### config.mk
export PLATFORM = sky130hd
export DESIGN_NAME = control_sequencer
export DESIGN_NICKNAME = d
export VERILOG_FILES = /design/src/rtl/cpu_pkg.sv /design/src/rtl/mem_wait_counter.sv /design/src/rtl/control_sequencer.sv
export SDC_FILE = /design/constraint.sdc
export NUM_CORES = 1
export LEC_CHECK = 0
export ABC_AREA = 0
export BUFFER_PORTS_ARGS = -buffer_cell sky130_fd_sc_hd__buf_4
export CORE_UTILIZATION = 35
export DETAILED_ROUTE_END_ITERATION = 7
export PLACE_DENSITY = 0.66
export SLEW_MARGIN = 15
export SYNTH_ARGS = -nofsm -noshare
export SYNTH_HDL_FRONTEND = slang
export SYNTH_SLANG_ARGS = --single-unit
### constraint.sdc
create_clock -name clock -period 3.4 [get_ports clock]
set_input_delay 0.68 -clock clock [delete_from_list [all_inputs] [get_ports clock]]
set_output_delay 0.68 -clock clock [all_outputs]
set_load 0.05 [all_outputs]
### src/rtl/cpu_pkg.sv
// Shared opcodes, step encoding and control-word layout for the
// hardwired control sequencer.
package cpu_pkg;

    localparam logic [4:0] OP_LD   = 5'h00;
    localparam logic [4:0] OP_LDI  = 5'h01;
    localparam logic [4:0] OP_ST   = 5'h02;
    localparam logic [4:0] OP_ADD  = 5'h03;
    localparam logic [4:0] OP_SUB  = 5'h04;
    localparam logic [4:0] OP_AND  = 5'h05;
    localparam logic [4:0] OP_OR   = 5'h06;
    localparam logic [4:0] OP_SHR  = 5'h07;
    localparam logic [4:0] OP_SHL  = 5'h08;
    localparam logic [4:0] OP_ROR  = 5'h09;
    localparam logic [4:0] OP_ROL  = 5'h0A;
    localparam logic [4:0] OP_ADDI = 5'h0B;
    localparam logic [4:0] OP_ANDI = 5'h0C;
    localparam logic [4:0] OP_ORI  = 5'h0D;
    localparam logic [4:0] OP_DIV  = 5'h0E;
    localparam logic [4:0] OP_MUL  = 5'h0F;
    localparam logic [4:0] OP_NEG  = 5'h10;
    localparam logic [4:0] OP_NOT  = 5'h11;
    localparam logic [4:0] OP_BR   = 5'h12;
    localparam logic [4:0] OP_IN   = 5'h13;
    localparam logic [4:0] OP_OUT  = 5'h14;
    localparam logic [4:0] OP_MFHI = 5'h15;
    localparam logic [4:0] OP_MFLO = 5'h16;
    localparam logic [4:0] OP_NOP  = 5'h17;
    localparam logic [4:0] OP_HALT = 5'h18;

    typedef enum logic [3:0] {
        ST_T0, ST_T1, ST_T2, ST_T3,
        ST_T4, ST_T5, ST_T6, ST_T7,
        ST_HALT
    } state_t;

    typedef enum logic [3:0] {
        CL_ALUR, CL_ALUI, CL_MD, CL_LDI,
        CL_LD, CL_ST, CL_BR, CL_MFHI,
        CL_MFLO, CL_IN, CL_OUT, CL_NOP,
        CL_HALT, CL_ILL
    } iclass_t;

    typedef struct packed {
        logic PCout;
        logic ZHIout;
        logic ZLOout;
        logic MDRout;
        logic HIout;
        logic LOout;
        logic InPortout;
        logic Cout;
        logic BAout;
        logic Rout;
        logic PCin;
        logic IncPC;
        logic MARin;
        logic MDRin;
        logic IRin;
        logic Yin;
        logic Zin;
        logic HIin;
        logic LOin;
        logic OutPortin;
        logic CONin;
        logic Rin;
        logic Gra;
        logic Grb;
        logic Grc;
        logic Read;
        logic Write;
    } ctrl_t;

    function automatic iclass_t op_class(input logic [4:0] op);
        iclass_t c;
        case (op)
            OP_ADD, OP_SUB, OP_AND, OP_OR,
            OP_SHR, OP_SHL, OP_ROR, OP_ROL,
            OP_NEG, OP_NOT:           c = CL_ALUR;
            OP_ADDI, OP_ANDI, OP_ORI: c = CL_ALUI;
            OP_DIV, OP_MUL:           c = CL_MD;
            OP_LDI:                   c = CL_LDI;
            OP_LD:                    c = CL_LD;
            OP_ST:                    c = CL_ST;
            OP_BR:                    c = CL_BR;
            OP_MFHI:                  c = CL_MFHI;
            OP_MFLO:                  c = CL_MFLO;
            OP_IN:                    c = CL_IN;
            OP_OUT:                   c = CL_OUT;
            OP_NOP:                   c = CL_NOP;
            OP_HALT:                  c = CL_HALT;
            default:                  c = CL_ILL;
        endcase
        return c;
    endfunction

    function automatic state_t last_step(input iclass_t c);
        state_t s;
        case (c)
            CL_ALUR, CL_ALUI, CL_LDI: s = ST_T5;
            CL_MD, CL_BR:             s = ST_T6;
            CL_LD, CL_ST:             s = ST_T7;
            default:                  s = ST_T3;
        endcase
        return s;
    endfunction

endpackage

### src/rtl/mem_wait_counter.sv
// Holds a memory step for MEM_LAT cycles; done marks the final cycle
// so the sequencer advances on that edge.
module mem_wait_counter #(
    parameter int MEM_LAT = 1
) (
    input  logic i_clk,
    input  logic i_rst_n,
    input  logic i_start,
    output logic o_done
);

    localparam logic [3:0] LP_LAST = 4'(MEM_LAT - 1);

    logic [3:0] r_cnt;

    assign o_done = i_start && (r_cnt == LP_LAST);

    always_ff @(posedge i_clk) begin
        if (!i_rst_n) begin
            r_cnt <= '0;
        end else if (i_start && !o_done) begin
            r_cnt <= r_cnt + 4'd1;
        end else begin
            r_cnt <= '0;
        end
    end

endmodule

### src/rtl/control_sequencer.sv
// Hardwired fetch/decode/execute sequencer: registered T-step,
// combinational strobe decode from step and IR opcode.
module control_sequencer
    import cpu_pkg::*;
#(
    parameter int MEM_LAT = 1
) (
    input  logic        clock,
    input  logic        clear,
    input  logic [31:0] ir,
    input  logic        con,
    input  logic        stop,
    output logic        PCout,
    output logic        ZHIout,
    output logic        ZLOout,
    output logic        MDRout,
    output logic        HIout,
    output logic        LOout,
    output logic        InPortout,
    output logic        Cout,
    output logic        BAout,
    output logic        Rout,
    output logic        PCin,
    output logic        IncPC,
    output logic        MARin,
    output logic        MDRin,
    output logic        IRin,
    output logic        Yin,
    output logic        Zin,
    output logic        HIin,
    output logic        LOin,
    output logic        OutPortin,
    output logic        CONin,
    output logic        Rin,
    output logic        Gra,
    output logic        Grb,
    output logic        Grc,
    output logic        Read,
    output logic        Write,
    output logic [4:0]  alu_op,
    output logic        run,
    output logic        illegal
);

    state_t     r_state;
    state_t     w_next;
    state_t     w_last;
    ctrl_t      w_c;
    iclass_t    w_cls;
    logic [4:0] w_op;
    logic [4:0] w_alu;
    logic       w_ill;
    logic       w_mem;
    logic       w_done;
    logic       w_unused_ir;

    assign w_op        = ir[31:27];
    assign w_cls       = op_class(w_op);
    assign w_last      = last_step(w_cls);
    assign w_unused_ir = ^ir[26:0];

    mem_wait_counter #(
        .MEM_LAT(MEM_LAT)
    ) u_wait (
        .i_clk  (clock),
        .i_rst_n(clear),
        .i_start(w_mem),
        .o_done (w_done)
    );

    always_ff @(posedge clock) begin
        if (!clear) begin
            r_state <= ST_T0;
        end else begin
            r_state <= w_next;
        end
    end

    always_comb begin
        w_c   = '0;
        w_alu = 5'd0;
        w_ill = 1'b0;
        w_mem = 1'b0;
        if (r_state inside {ST_T3, ST_T4, ST_T5, ST_T6, ST_T7}) begin
            w_alu = w_op;
        end
        unique case (r_state)
            ST_T0: begin
                w_c.PCout = 1'b1;
                w_c.MARin = 1'b1;
                w_c.IncPC = 1'b1;
                w_c.Zin   = 1'b1;
            end
            ST_T1: begin
                w_c.ZLOout = 1'b1;
                w_c.PCin   = 1'b1;
                w_c.Read   = 1'b1;
                w_c.MDRin  = 1'b1;
                w_mem      = 1'b1;
            end
            ST_T2: begin
                w_c.MDRout = 1'b1;
                w_c.IRin   = 1'b1;
            end
            ST_T3: begin
                unique case (w_cls)
                    CL_ALUR, CL_ALUI: begin
                        w_c.Grb  = 1'b1;
                        w_c.Rout = 1'b1;
                        w_c.Yin  = 1'b1;
                    end
                    CL_MD: begin
                        w_c.Gra  = 1'b1;
                        w_c.Rout = 1'b1;
                        w_c.Yin  = 1'b1;
                    end
                    CL_LDI, CL_LD, CL_ST: begin
                        w_c.Grb   = 1'b1;
                        w_c.BAout = 1'b1;
                        w_c.Yin   = 1'b1;
                    end
                    CL_BR: begin
                        w_c.Gra   = 1'b1;
                        w_c.Rout  = 1'b1;
                        w_c.CONin = 1'b1;
                    end
                    CL_MFHI: begin
                        w_c.HIout = 1'b1;
                        w_c.Gra   = 1'b1;
                        w_c.Rin   = 1'b1;
                    end
                    CL_MFLO: begin
                        w_c.LOout = 1'b1;
                        w_c.Gra   = 1'b1;
                        w_c.Rin   = 1'b1;
                    end
                    CL_IN: begin
                        w_c.InPortout = 1'b1;
                        w_c.Gra       = 1'b1;
                        w_c.Rin       = 1'b1;
                    end
                    CL_OUT: begin
                        w_c.Gra       = 1'b1;
                        w_c.Rout      = 1'b1;
                        w_c.OutPortin = 1'b1;
                    end
                    CL_ILL:  w_ill = 1'b1;
                    default: ;
                endcase
            end
            ST_T4: begin
                unique case (w_cls)
                    CL_ALUR: begin
                        w_c.Grc  = 1'b1;
                        w_c.Rout = 1'b1;
                        w_c.Zin  = 1'b1;
                    end
                    CL_ALUI: begin
                        w_c.Cout = 1'b1;
                        w_c.Zin  = 1'b1;
                    end
                    CL_MD: begin
                        w_c.Grb  = 1'b1;
                        w_c.Rout = 1'b1;
                        w_c.Zin  = 1'b1;
                    end
                    // address compute: base + offset
                    CL_LDI, CL_LD, CL_ST: begin
                        w_c.Cout = 1'b1;
                        w_c.Zin  = 1'b1;
                        w_alu    = OP_ADD;
                    end
                    CL_BR: begin
                        w_c.PCout = 1'b1;
                        w_c.Yin   = 1'b1;
                    end
                    default: ;
                endcase
            end
            ST_T5: begin
                unique case (w_cls)
                    CL_ALUR, CL_ALUI, CL_LDI: begin
                        w_c.ZLOout = 1'b1;
                        w_c.Gra    = 1'b1;
                        w_c.Rin    = 1'b1;
                    end
                    CL_MD: begin
                        w_c.ZLOout = 1'b1;
                        w_c.LOin   = 1'b1;
                    end
                    CL_LD, CL_ST: begin
                        w_c.ZLOout = 1'b1;
                        w_c.MARin  = 1'b1;
                    end
                    CL_BR: begin
                        w_c.Cout = 1'b1;
                        w_c.Zin  = 1'b1;
                        w_alu    = OP_ADD;
                    end
                    default: ;
                endcase
            end
            ST_T6: begin
                unique case (w_cls)
                    CL_MD: begin
                        w_c.ZHIout = 1'b1;
                        w_c.HIin   = 1'b1;
                    end
                    CL_LD: begin
                        w_c.Read  = 1'b1;
                        w_c.MDRin = 1'b1;
                        w_mem     = 1'b1;
                    end
                    CL_ST: begin
                        w_c.Gra   = 1'b1;
                        w_c.Rout  = 1'b1;
                        w_c.MDRin = 1'b1;
                    end
                    CL_BR: begin
                        w_c.ZLOout = con;
                        w_c.PCin   = con;
                    end
                    default: ;
                endcase
            end
            ST_T7: begin
                unique case (w_cls)
                    CL_LD: begin
                        w_c.MDRout = 1'b1;
                        w_c.Gra    = 1'b1;
                        w_c.Rin    = 1'b1;
                    end
                    CL_ST: begin
                        w_c.Write = 1'b1;
                        w_mem     = 1'b1;
                    end
                    default: ;
                endcase
            end
            default: ;
        endcase
    end

    always_comb begin
        w_next = r_state;
        unique case (r_state)
            ST_T0:   w_next = ST_T1;
            ST_T1:   w_next = ST_T2;
            ST_T2:   w_next = ST_T3;
            ST_HALT: w_next = ST_HALT;
            default: begin
                if (r_state == w_last) begin
                    w_next = (stop || w_cls == CL_HALT) ? ST_HALT : ST_T0;
                end else begin
                    w_next = state_t'(r_state + 4'd1);
                end
            end
        endcase
        // memory steps hold until the wait counter reaches terminal count
        if (w_mem && !w_done) begin
            w_next = r_state;
        end
    end

    assign PCout     = w_c.PCout;
    assign ZHIout    = w_c.ZHIout;
    assign ZLOout    = w_c.ZLOout;
    assign MDRout    = w_c.MDRout;
    assign HIout     = w_c.HIout;
    assign LOout     = w_c.LOout;
    assign InPortout = w_c.InPortout;
    assign Cout      = w_c.Cout;
    assign BAout     = w_c.BAout;
    assign Rout      = w_c.Rout;
    assign PCin      = w_c.PCin;
    assign IncPC     = w_c.IncPC;
    assign MARin     = w_c.MARin;
    assign MDRin     = w_c.MDRin;
    assign IRin      = w_c.IRin;
    assign Yin       = w_c.Yin;
    assign Zin       = w_c.Zin;
    assign HIin      = w_c.HIin;
    assign LOin      = w_c.LOin;
    assign OutPortin = w_c.OutPortin;
    assign CONin     = w_c.CONin;
    assign Rin       = w_c.Rin;
    assign Gra       = w_c.Gra;
    assign Grb       = w_c.Grb;
    assign Grc       = w_c.Grc;
    assign Read      = w_c.Read;
    assign Write     = w_c.Write;
    assign alu_op    = w_alu;
    assign run       = (r_state != ST_HALT);
    assign illegal   = w_ill;

endmodule

==> summary.md <==
| Metric | Value |
|---|---|
| Most frequent cells in the layout | buf_4 (60), nor2_1 (24), nand2_1 (21) |
| Layout cell share with drive strength beyond 1 | 37.50% |
| Static leakage | 0.0009203 µW |
| Drc violations | 0 |
| GRT Total Usage | 21.01% |
| DP Area | 1963 µm² |
| Ys async rst share | 0% |
| CTS Sinks | 8 |
| Worst Skew | 0.002120 ns |
| Initial Util | 37.98% |
| H-tree depth | 1 |
| Synth Flop Type | dfxtp_1 |
| Clk slew on worst S/H paths | 0.04 ns |
| Initial DRC Count | 128 |
| Top cell type's share of synthesized area | 11.10% |
| Finished Cell Area | 2101 µm² |
| Fmax | 298.8 MHz |
| WP data arrival | 2.67 ns |
| Pin count of the biggest net entering global routing | 17 |
| Slew at the pin closest to its max-slew limit | 0.5394 ns |
| HPWL Detailed | 3.435 mm |
| Initial antenna violation count | 0 |
| Fin. Hold Viols | 0 |
| Yosys Warn Count | 0 |
| # port buffers | 42 |
| Mapped Area | 1443 µm² |
| Final critical-path share of the clock period | 98.44% |
| Worst-path maximum fanout | 6 |
| Peak supply drop | 0.4077 mV |
| CTS Buf Count | 3 |
| First-pass GRT wire length | 7.217 mm |
| Post-Syn Nets | 250 |
| Layout Nets | 313 |
| Finish-stage setup viols | 0 |
| Io pins | 70 |
| Setup crit end kind | primary output |
| Final wirelength | 4.463 mm |
| GP Congestion | 0.8777 |
| Synth cell types | 59 |
| Final core utilization | 55.30% |
| Die width | 66.20 µm |
| Syn Inst Count | 203 |
| Area growth from synthesis to layout | 45.62% |
| Setup Crit Path Kind | input port to primary output |
| EDFF count, synth | 0 |
| Syn_area_per_cell | 7.107 µm² |
| # diodes | 0 |
| Via density | 5.465 |
| Worst setup SP type | input port |
| Total vias in the final route | 1,705 |
| Worst hold path class | flop to flop |
| Number of synthesized register bits | 8 |
| Chip height | 66.20 µm |
| Outcome | finished clean |
| Drt pass-1 iters | 4 |
| Max_cap viols | 0 |
| Leading area contributor after synthesis | dfxtp_1 |
| Vias in the first global route | 1,572 |
| P per Cell Area | 553.0 nW/µm² |
| Core footprint | 3799 µm² |
| Max-slew violation count | 0 |
| CTS max path bufs | 2 |
| Total gr overflow | 0 |
| Synth top area cells | dfxtp_1 (11%), ha_1 (9.5%), nor2_1 (6.8%), nand2_1 (5.7%), nand3_1 (4.9%) |
| Clk_lat worst skew | 0.22 ns |
| WHS | 0.4638 ns |
| Antenna-violating nets left | 0 |
| Commonest non-fill, non-tap cell in the layout | buf_4 |
| Hold-fix buffer count after cts | 0 |
| Rows | 22 |
| Avg WL per Cell | 14.30 µm |
| DIE AREA | 4382 µm² |
| Seq/Total Area, Yosys | 11.10% |
| Root Buffer | clkbuf_8 |
| Crit path time final | 3.347 ns |
| CP Data Required Time | 2.72 ns |
| Relative slew slack | 63.96% |
| TritonCTS clock tree | done |
stage by stage:
| stage | worst slack (ns) | setup TNS, ns | cells | power (µW) |
|---|---|---|---|---|
| after floorplan | -0.4434 | -0.8310 | 203 | 770.2 |
| after global placement | -0.008392 | -0.008392 | 306 | 1020 |
| after detailed placement | -0.04121 | -0.09728 | 306 | 1025 |
| after CTS | 0.002016 | 0 | 309 | 1139 |
| after global routing | -0.01300 | -0.02553 | 312 | 1242 |
| final | 0.05314 | 0 | 312 | 1162 |
registers in the layout (all words and copies together), names as in the netlist:
signal        flops
r_state           4
u_wait.r_cnt      4
cell families (layout without fill, tap and decap cells):
group | count (synthesis) | count (layout) | share of synthesized area (%)
buffers and inverters | 21 | 82 | 6.851
and+or+nand+nor | 97 | 97 | 34.52
DFF | 8 | 8 | 11.10
xor gates and xnor gates | 3 | 3 | 1.822
adders and majority gates | 11 | 11 | 9.540
AOI/OAI and AO/OA | 59 | 59 | 33.05
muxes | 4 | 4 | 3.122
synth_stat cells (4+ instances only):
library cell and number:
inv_1 12, a21oi_1 13, o21ai_0 12, nor2_1 26
nand3_1 14, and3_1 4, nor3_1 6, clkbuf_1 5
nand2_1 22, nor2b_1 4, dfxtp_1 8, ha_1 11
cell type report:
type	instances	area, µm²
tap	48	60.06
fill	371	1698
inverter	12	45.04
sequential	8	160.2
multi-input combinational	174	1261
clock buffer	3	41.29
timing repair buffer	67	533.0
where the power goes:
part	internal [µW]	total [µW]	leakage, µW	switching [µW]
clock network	76.2	109	0.0000216	32.3
registers	108	141	0.0000651	32.8
logic	306	912	0.000834	606
worst max-delay path, cell delays in order:
cell and delay [ns]:
buf_6 0.11, ha_1 0.20, and2b_1 0.19, o311ai_4 0.31, buf_4 0.18, nand3_4 0.07, a32o_1 0.22, a22o_2 0.25
a211o_4 0.31, buf_8 0.15
per-layer routing:
layer  track usage [%]  part of all wire (%)  wire length [µm]
met3             1.724                   4.1               182
met4             4.255                  0.85                38
met1             27.39                    45              2007
met5                 0                     0                 0
met2             37.24                    50              2234
path summary, 6_finish.rpt:
kind,startpoint,end,slack [ns],cells past startpoint
setup / recovery,ir[27],Gra,0.05,10
hold / removal,u_wait.r_cnt[0],u_wait.r_cnt[0],0.46,1
hold reg to reg,u_wait.r_cnt[0],u_wait.r_cnt[0],0.46,1
setup reg to reg,r_state[0],r_state[0],1.15,6
what timing repair did:
action                                  CTS  global route
resized for setup                         2            15
buffers inserted                          0             3
endpoints found under the setup margin    3            11
pin swaps                                 2             5
Note: power is estimated with default switching activity, not from simulation.
